### src/rtl/led_pattern_seq.sv
// LED pattern sequencer: plays entries of an internal pattern RAM in loop,
// one-shot or ping-pong order, stepping one entry per tick while running.
module led_pattern_seq #(
  parameter int    WIDTH     = 8,
  parameter int    DEPTH     = 32,
  parameter string INIT_FILE = "",
  localparam int   AW        = $clog2(DEPTH)
) (
  input  logic             clk,
  input  logic             resetn,
  input  logic             tick,
  input  logic             start,
  input  logic             stop,
  input  logic [1:0]       mode,
  input  logic [AW-1:0]    last,
  input  logic             we,
  input  logic [AW-1:0]    waddr,
  input  logic [WIDTH-1:0] wdata,
  output logic [WIDTH-1:0] pattern,
  output logic [AW-1:0]    index,
  output logic             busy,
  output logic             done,
  output logic             wrap
);

  typedef enum logic {IDLE = 1'b0, RUN = 1'b1} state_t;

  localparam logic [1:0]    MODE_ONESHOT  = 2'd1;
  localparam logic [1:0]    MODE_PINGPONG = 2'd2;
  localparam logic [AW-1:0] LAST_MAX      = AW'(DEPTH - 1);

  state_t           state_q, state_d;
  logic [AW-1:0]    index_q, index_d;
  logic             dir_down_q, dir_down_d;
  logic [1:0]       mode_q, mode_d;
  logic [AW-1:0]    last_q, last_d;
  logic             done_q, done_d;
  logic             wrap_q, wrap_d;
  logic [WIDTH-1:0] pattern_q;
  logic [WIDTH-1:0] mem_q [DEPTH];
  logic [AW-1:0]    last_clamped;

  // Power-up contents only; reset never clears the RAM.
  initial begin
    for (int i = 0; i < DEPTH; i++) mem_q[i] = '0;
  end

  // Write port is live in every state, including while reset is asserted.
  always @(posedge clk) begin
    if (we) mem_q[waddr] <= wdata;
  end

  assign last_clamped = (32'(last) > 32'(DEPTH - 1)) ? LAST_MAX : last;

  always_comb begin
    state_d    = state_q;
    index_d    = index_q;
    dir_down_d = dir_down_q;
    mode_d     = mode_q;
    last_d     = last_q;
    done_d     = 1'b0;
    wrap_d     = 1'b0;
    if (stop) begin
      state_d = IDLE;
    end else if (start) begin
      state_d    = RUN;
      index_d    = '0;
      dir_down_d = 1'b0;
      mode_d     = mode;
      last_d     = last_clamped;
    end else if (tick && state_q == RUN) begin
      if (mode_q == MODE_ONESHOT) begin
        if (index_q == last_q) begin
          state_d = IDLE;
          done_d  = 1'b1;
        end else begin
          index_d = index_q + 1'b1;
        end
      end else if (mode_q == MODE_PINGPONG) begin
        // A single-entry sequence has nowhere to bounce to.
        if (last_q == '0) begin
          index_d = '0;
          wrap_d  = 1'b1;
        end else if (!dir_down_q) begin
          if (index_q == last_q) begin
            dir_down_d = 1'b1;
            index_d    = last_q - 1'b1;
            wrap_d     = 1'b1;
          end else begin
            index_d = index_q + 1'b1;
          end
        end else begin
          if (index_q == '0) begin
            dir_down_d = 1'b0;
            index_d    = AW'(1);
            wrap_d     = 1'b1;
          end else begin
            index_d = index_q - 1'b1;
          end
        end
      end else begin
        if (index_q == last_q) begin
          index_d = '0;
          wrap_d  = 1'b1;
        end else begin
          index_d = index_q + 1'b1;
        end
      end
    end
  end

  always_ff @(posedge clk) begin
    if (!resetn) begin
      state_q    <= IDLE;
      index_q    <= '0;
      dir_down_q <= 1'b0;
      mode_q     <= '0;
      last_q     <= '0;
      done_q     <= 1'b0;
      wrap_q     <= 1'b0;
      pattern_q  <= '0;
    end else begin
      state_q    <= state_d;
      index_q    <= index_d;
      dir_down_q <= dir_down_d;
      mode_q     <= mode_d;
      last_q     <= last_d;
      done_q     <= done_d;
      wrap_q     <= wrap_d;
      // Read-first: a same-cycle write to index_q is seen one read later.
      if (state_q == RUN) pattern_q <= mem_q[index_q];
    end
  end

  assign pattern = pattern_q;
  assign index   = index_q;
  assign busy    = (state_q == RUN);
  assign done    = done_q;
  assign wrap    = wrap_q;

endmodule

### config.mk
export PLATFORM = sky130hd
export DESIGN_NAME = led_pattern_seq
export DESIGN_NICKNAME = d
export VERILOG_FILES = /design/src/rtl/led_pattern_seq.sv
export SDC_FILE = /design/constraint.sdc
export NUM_CORES = 1
export LEC_CHECK = 0
export ABC_AREA = 1
export BUFFER_PORTS_ARGS = -buffer_cell sky130_fd_sc_hd__buf_2
export CAP_MARGIN = 20
export CORE_UTILIZATION = 55
export CTS_CLUSTER_DIAMETER = 50
export CTS_CLUSTER_SIZE = 10
export DETAILED_ROUTE_END_ITERATION = 7
export PLACE_DENSITY = 0.81
export REMOVE_ABC_BUFFERS = 1
export SLEW_MARGIN = 15
export SYNTH_ARGS = -nofsm -noshare
export SYNTH_HDL_FRONTEND = slang
export SYNTH_SLANG_ARGS = --single-unit
### constraint.sdc
create_clock -name clk -period 2.4 [get_ports clk]
set_input_delay 0.36 -clock clk [delete_from_list [all_inputs] [get_ports clk]]
set_output_delay 0.36 -clock clk [all_outputs]
set_load 0.05 [all_outputs]
======== Word level (Yosys, flattened, before mapping) ========
Memories as Yosys holds them, arrays and structs flattened. A register that Yosys moved wholly into a read port is not among the register bits.
Cells that the tools add are included.
word-level totals
  RAM bits ................................ 256
  logic and storage cells ................. 64
  memory bits (read-only) ................. 0
  memories ................................ 1
  latch bits .............................. 0
  register bits ........................... 16
memories
  memory  words  width  rd ports  clocked after memory_dff  wr ports  line  source
  mem_q   32     8      1         1                         1         40    logic [WIDTH-1:0] mem_q [DEPTH];
cells by class
  equality and inequality tests ........... 6
  reductions and logical operators ........ 15
  bitwise gates (word level) .............. 4
  add/subtract/negate cells ............... 3
  divide/modulo/power cells ............... 0
  multipliers ............................. 0
  magnitude comparators ................... 0
  shift operators ......................... 0
  muxes and demuxes ....................... 28
operator list
  operator                                             number
  2-to-1 mux 5 bit                                     10
  2-to-1 mux 1 bit                                     18
  zero test 5 bit                                      2
  OR reduction 5 bit                                   2
  subtractor 5 x 1 -> 5 bit, second input constant     2
  nonzero test 2 bit                                   4
  AND reduction 3 bit                                  2
  adder 5 x 1 -> 5 bit, second input constant          1
  equality test 5 bit                                  1
  AND reduction 5 bit                                  1
  inequality test 2 bit, second input constant         2
  inverter 1 bit                                       4
  inequality test 3 bit, second input constant         1
  equality test 2 x 1 -> 1 bit, second input constant  1
  equality test 2 bit, second input constant           1
  AND reduction 2 bit                                  1
  OR reduction 2 bit                                   1
  logical AND 1 bit                                    1
  zero test 1 bit                                      1

======== Longest topological paths before layout ========
  depth in word-level cells ............... 8
  mapped depth ............................ 14
  depth with buffers taken out ............ 11

======== Least setup slack after synthesis ========
OpenSTA, ideal clock, no wires.
  path kind ............................... reg-to-reg
  start point ............................. reg index_q[0], in the netlist index[0]
  end point ............................... reg index_q[1], in the netlist index[1]
  buffers on the path ..................... 3
  path slack .............................. 0.176 ns
  stages on the path, launching flop included .. 15
  arrival time ............................ 2.153 ns
  path through ............................ dfxtp_1 -> buf_2 -> inv_2 -> buf_4 -> buf_2 -> ha_1 -> nand3_1 -> nor2_1 -> nand2_1 -> nand2_1 -> nand2_1 -> nand2_1 -> a21oi_1 -> nand2_1 -> a21oi_1
on the way
  cells in the longest elaborated chain, start to end .. 8
ends and longest elaborated chain
  element                                             line         source
  start: declaration                                  33           logic [AW-1:0] index_q, index_d;
  start signal: assignment                            124          index_q <= index_d;
  adder 5 x 1 -> 5 bit, or another cell as far along  77, 90, 106
  2-to-1 mux 5 bit, on equally long branches          85, 93
  2-to-1 mux 5 bit                                    84           end else if (!dir_down_q) begin
  2-to-1 mux 5 bit                                    81           if (last_q == '0) begin
  2-to-1 mux 5 bit                                    79           end else if (mode_q == MODE_PINGPONG) begin
  2-to-1 mux 5 bit                                    72           if (mode_q == MODE_ONESHOT) begin
  2-to-1 mux 5 bit                                    71           end else if (tick && state_q == RUN) begin
  2-to-1 mux 5 bit                                    65           end else if (start) begin
Parallel ways exist; a longest one is shown, timed or not. The select of a mux whose other input is x is not followed.
A chain may end at the register's enable or synchronous reset.

======== Final worst setup path ========
  start point ............................. reg index_q[0], in the netlist index[0]
  end point ............................... out index[0]
RTL lines
  element           line  source
  end: declaration  20    output logic [AW-1:0] index,
No word-level cell between the ends.

==> flow_summary.ini <==
[status]
status = finished clean

[layout]
fin_area_mm2 = 0.0134
regArea_mm2 = 0.00817
diodes = 0
stdcell_count = 1483
fillerInstances = 1583
layout_commonest_cell = nand2_1
fin_nets = 1226
syn_to_final_growth_pct = 13.9
final_cell_mix = nand2_1 (499), edfxtp_1 (256), nor2_1 (65), a21oi_1 (60), nand3_1 (42)
drive_above_1_share_pct = 11.5
multi_input_comb_area_mm2 = 0.00320

[die]
die_h_um = 148
die_width_um = 148
initial_core_util_pct = 56.0
ios = 42
dieArea_mm2 = 0.0220
rows = 53
core_mm2 = 0.0210

[synth]
synth-xor-area-share_pct = 0.595
synth_compound_area_share_pct = 4.34
synthFlopType = edfxtp_1
syn_inst = 1126
synth_mux_area_share_pct = 0
yosysWarnings = 0
synthDistinctLibCells = 29
synth-edff-count = 256
synth-async-reset-ratio_pct = 0
synth_seq_cells = 280
synth_top_family_by_area = simple AND/OR/NAND/NOR gates
ys_seq_area_share_pct = 69.4
synth_area_mm2 = 0.0118
yosys.area_share.simple_pct = 21.8
synth_fa_ha_area_share_pct = 0.319
avgSynthCellArea_um2 = 10.5

[clock_network]
tritoncts = yes
cts_buffers = 35
cts_root_buffer = clkbuf_16
ctsHoldBuffers = 0
cts_max_path_buffers = 3
cts_resized = 0
cts_num_sinks = 280
clk_pin_slew_ns = 0.05
htreeDepth = 2
clock_latency_ns = 0.51
post_cts_buffers = 0

[route]
drtIter0Drc = 1079
wire_per_inst_um = 19.2
wirelength_um = 28400
vias = 8461
remaining_drc_errors = 0
drtAntennaViolNets = 0
firstDrtPassIters = 5
viasPerCell = 5.71

[global_routing]
gr-usage-met1_pct = 35.4
grt.met2_usage_pct = 43.6
grt_usage_pct = 27.0
antenna_found_initial = 0
grt_pass1_wl_um = 44300
busiest_layer = met2
grtUsageMet3_pct = 6.53
grt_pass1_vias = 8292
grt_max_degree = 59
overflow = 0

[sta]
rsz0062_at_grt = no
setup_ws_ns = 0.417
final_max_slew_viol_count = 0
holdWs_ns = 0.0793
skew_ns = 0.0128
setup_violations = 0
final-hold-violation-count = 0
fmax_mhz = 504
max_slew.worst_pin.slew_ns = 0.777
relSlewSlack_pct = 48.2
fin_crit_ns = 1.98
post-route-period-util_pct = 82.6

[pwr]
power_frac_seq_pct = 48.0
p_comb_share_pct = 12.1
pwr_density_cell_mw_per_mm2 = 848
p_sw_mw = 2.95
p_leak_nw = 5.33
switching_share_pct = 25.9
p_int_mw = 8.43
irDropWorstVdd_mv = 0.698
pwr-share-clk_pct = 39.9

[place]
gp_congestion = 0.903
placed_cells = 1435
dp_slack_ns = 0.489
placed_area_mm2 = 0.0125
io_buffers = 41
place_hpwl_um = 17100

[worst_setup_path]
critPathLaunchType = register
r2r_setup_slack_ns = 0.47
crit_type = register to primary output
crit_fanout = 43
worstPathArrival_ns = 1.62
cp_data_required_time_ns = 2.04
endpoint_kind = primary output

[job]
drv_cap = 0

[worst_hold_path]
worstHoldPathType = input pin to register
## cell families (layout without fill, tap and decap cells)
kind of cell    after synthesis  count (layout)
flops                       280             280
xor+xnor                      8               8
compound gates               94              94
fa+ha+maj                     3               3
buf+inv                      96             178
simple gates                645             645
## critical path, cell delays in order (launching register included)
cell,delay [ns]
dfxtp_4,0.37
buf_4,0.37
buf_2,0.35
## flip-flops by register name, indices dropped and copies added, names as in the netlist
register,count
index,5
wrap,1
pattern,8
dir_down_q,1
busy,1
mode_q,2
mem_q,256
done,1
last_q,5
## Yosys cell counts, types with 2 or more instances
library cell	number	area (um2)
inv_1	40	150
o21ai_0	19	95.1
inv_2	4	15.0
a211oi_1	2	15.0
o21ai_1	3	15.0
nor2_2	2	12.5
ha_1	3	37.5
xor2_1	6	52.6
dfxtp_1	24	480
nand2_1	499	1870
clkbuf_1	11	41.3
xnor2_1	2	17.5
buf_4	2	15.0
a21oi_1	60	300
buf_1	4	15.0
nand2_2	3	18.8
nor2_1	68	255
o2111ai_1	7	61.3
nand4_1	28	175
clkinv_1	2	7.51
nor3_1	2	10.0
nand3_1	42	210
buf_2	32	160
edfxtp_1	256	7690
## area by class of cell
| type | count | area share, % |
|---|---|---|
| Clock buffer | 43 | 6.75 |
| Tap cell | 275 | 2.57 |
| Sequential cell | 280 | 60.9 |
| Inverter | 46 | 1.31 |
| Timing Repair Buffer | 84 | 4.22 |
| Multi-Input combinational cell | 750 | 23.8 |
| Clock inverter | 5 | 0.382 |
## path summary, 6_finish.rpt
kind / from / to / depth (start not counted)
max: index[0] / index[0] / 2
min: mode[0] / mode_q[0] / 3
max reg2reg: index[1] / pattern[5] / 9
min reg2reg: mode_q[1] / mode_q[1] / 2
## power by group through the flow
stage | logic [mW] | registers (mW) | clock network [mW]
floorplan | 0.727 | 5.67 | 0
global placement | 1.31 | 5.56 | 0
detailed placement | 1.33 | 5.56 | 0
CTS | 1.35 | 5.46 | 4.57
global route | 1.50 | 5.47 | 4.77
finish | 1.37 | 5.46 | 4.54
## per-stage QoR
step / total power, mW / utilization (%) / setup TNS (ns)
4_1_cts: 11.4 / 63.8 / 0
5_1_grt: 11.7 / 63.8 / 0
2_1_floorplan: 6.40 / - / -48.87
3_3_place_gp: 6.87 / 59.2 / 0
6_report: 11.4 / 63.8 / 0
3_5_place_dp: 6.89 / 59.2 / 0
## layer usage
metal / vias to the layer above / wire length [um]
met5: - / 0
met4: 0 / 960
met3: 74 / 2760
met2: 446 / 13400
met1: 4017 / 11300
li1: 3924 / -
No activity file was read; power rests on OpenSTA's default activity.
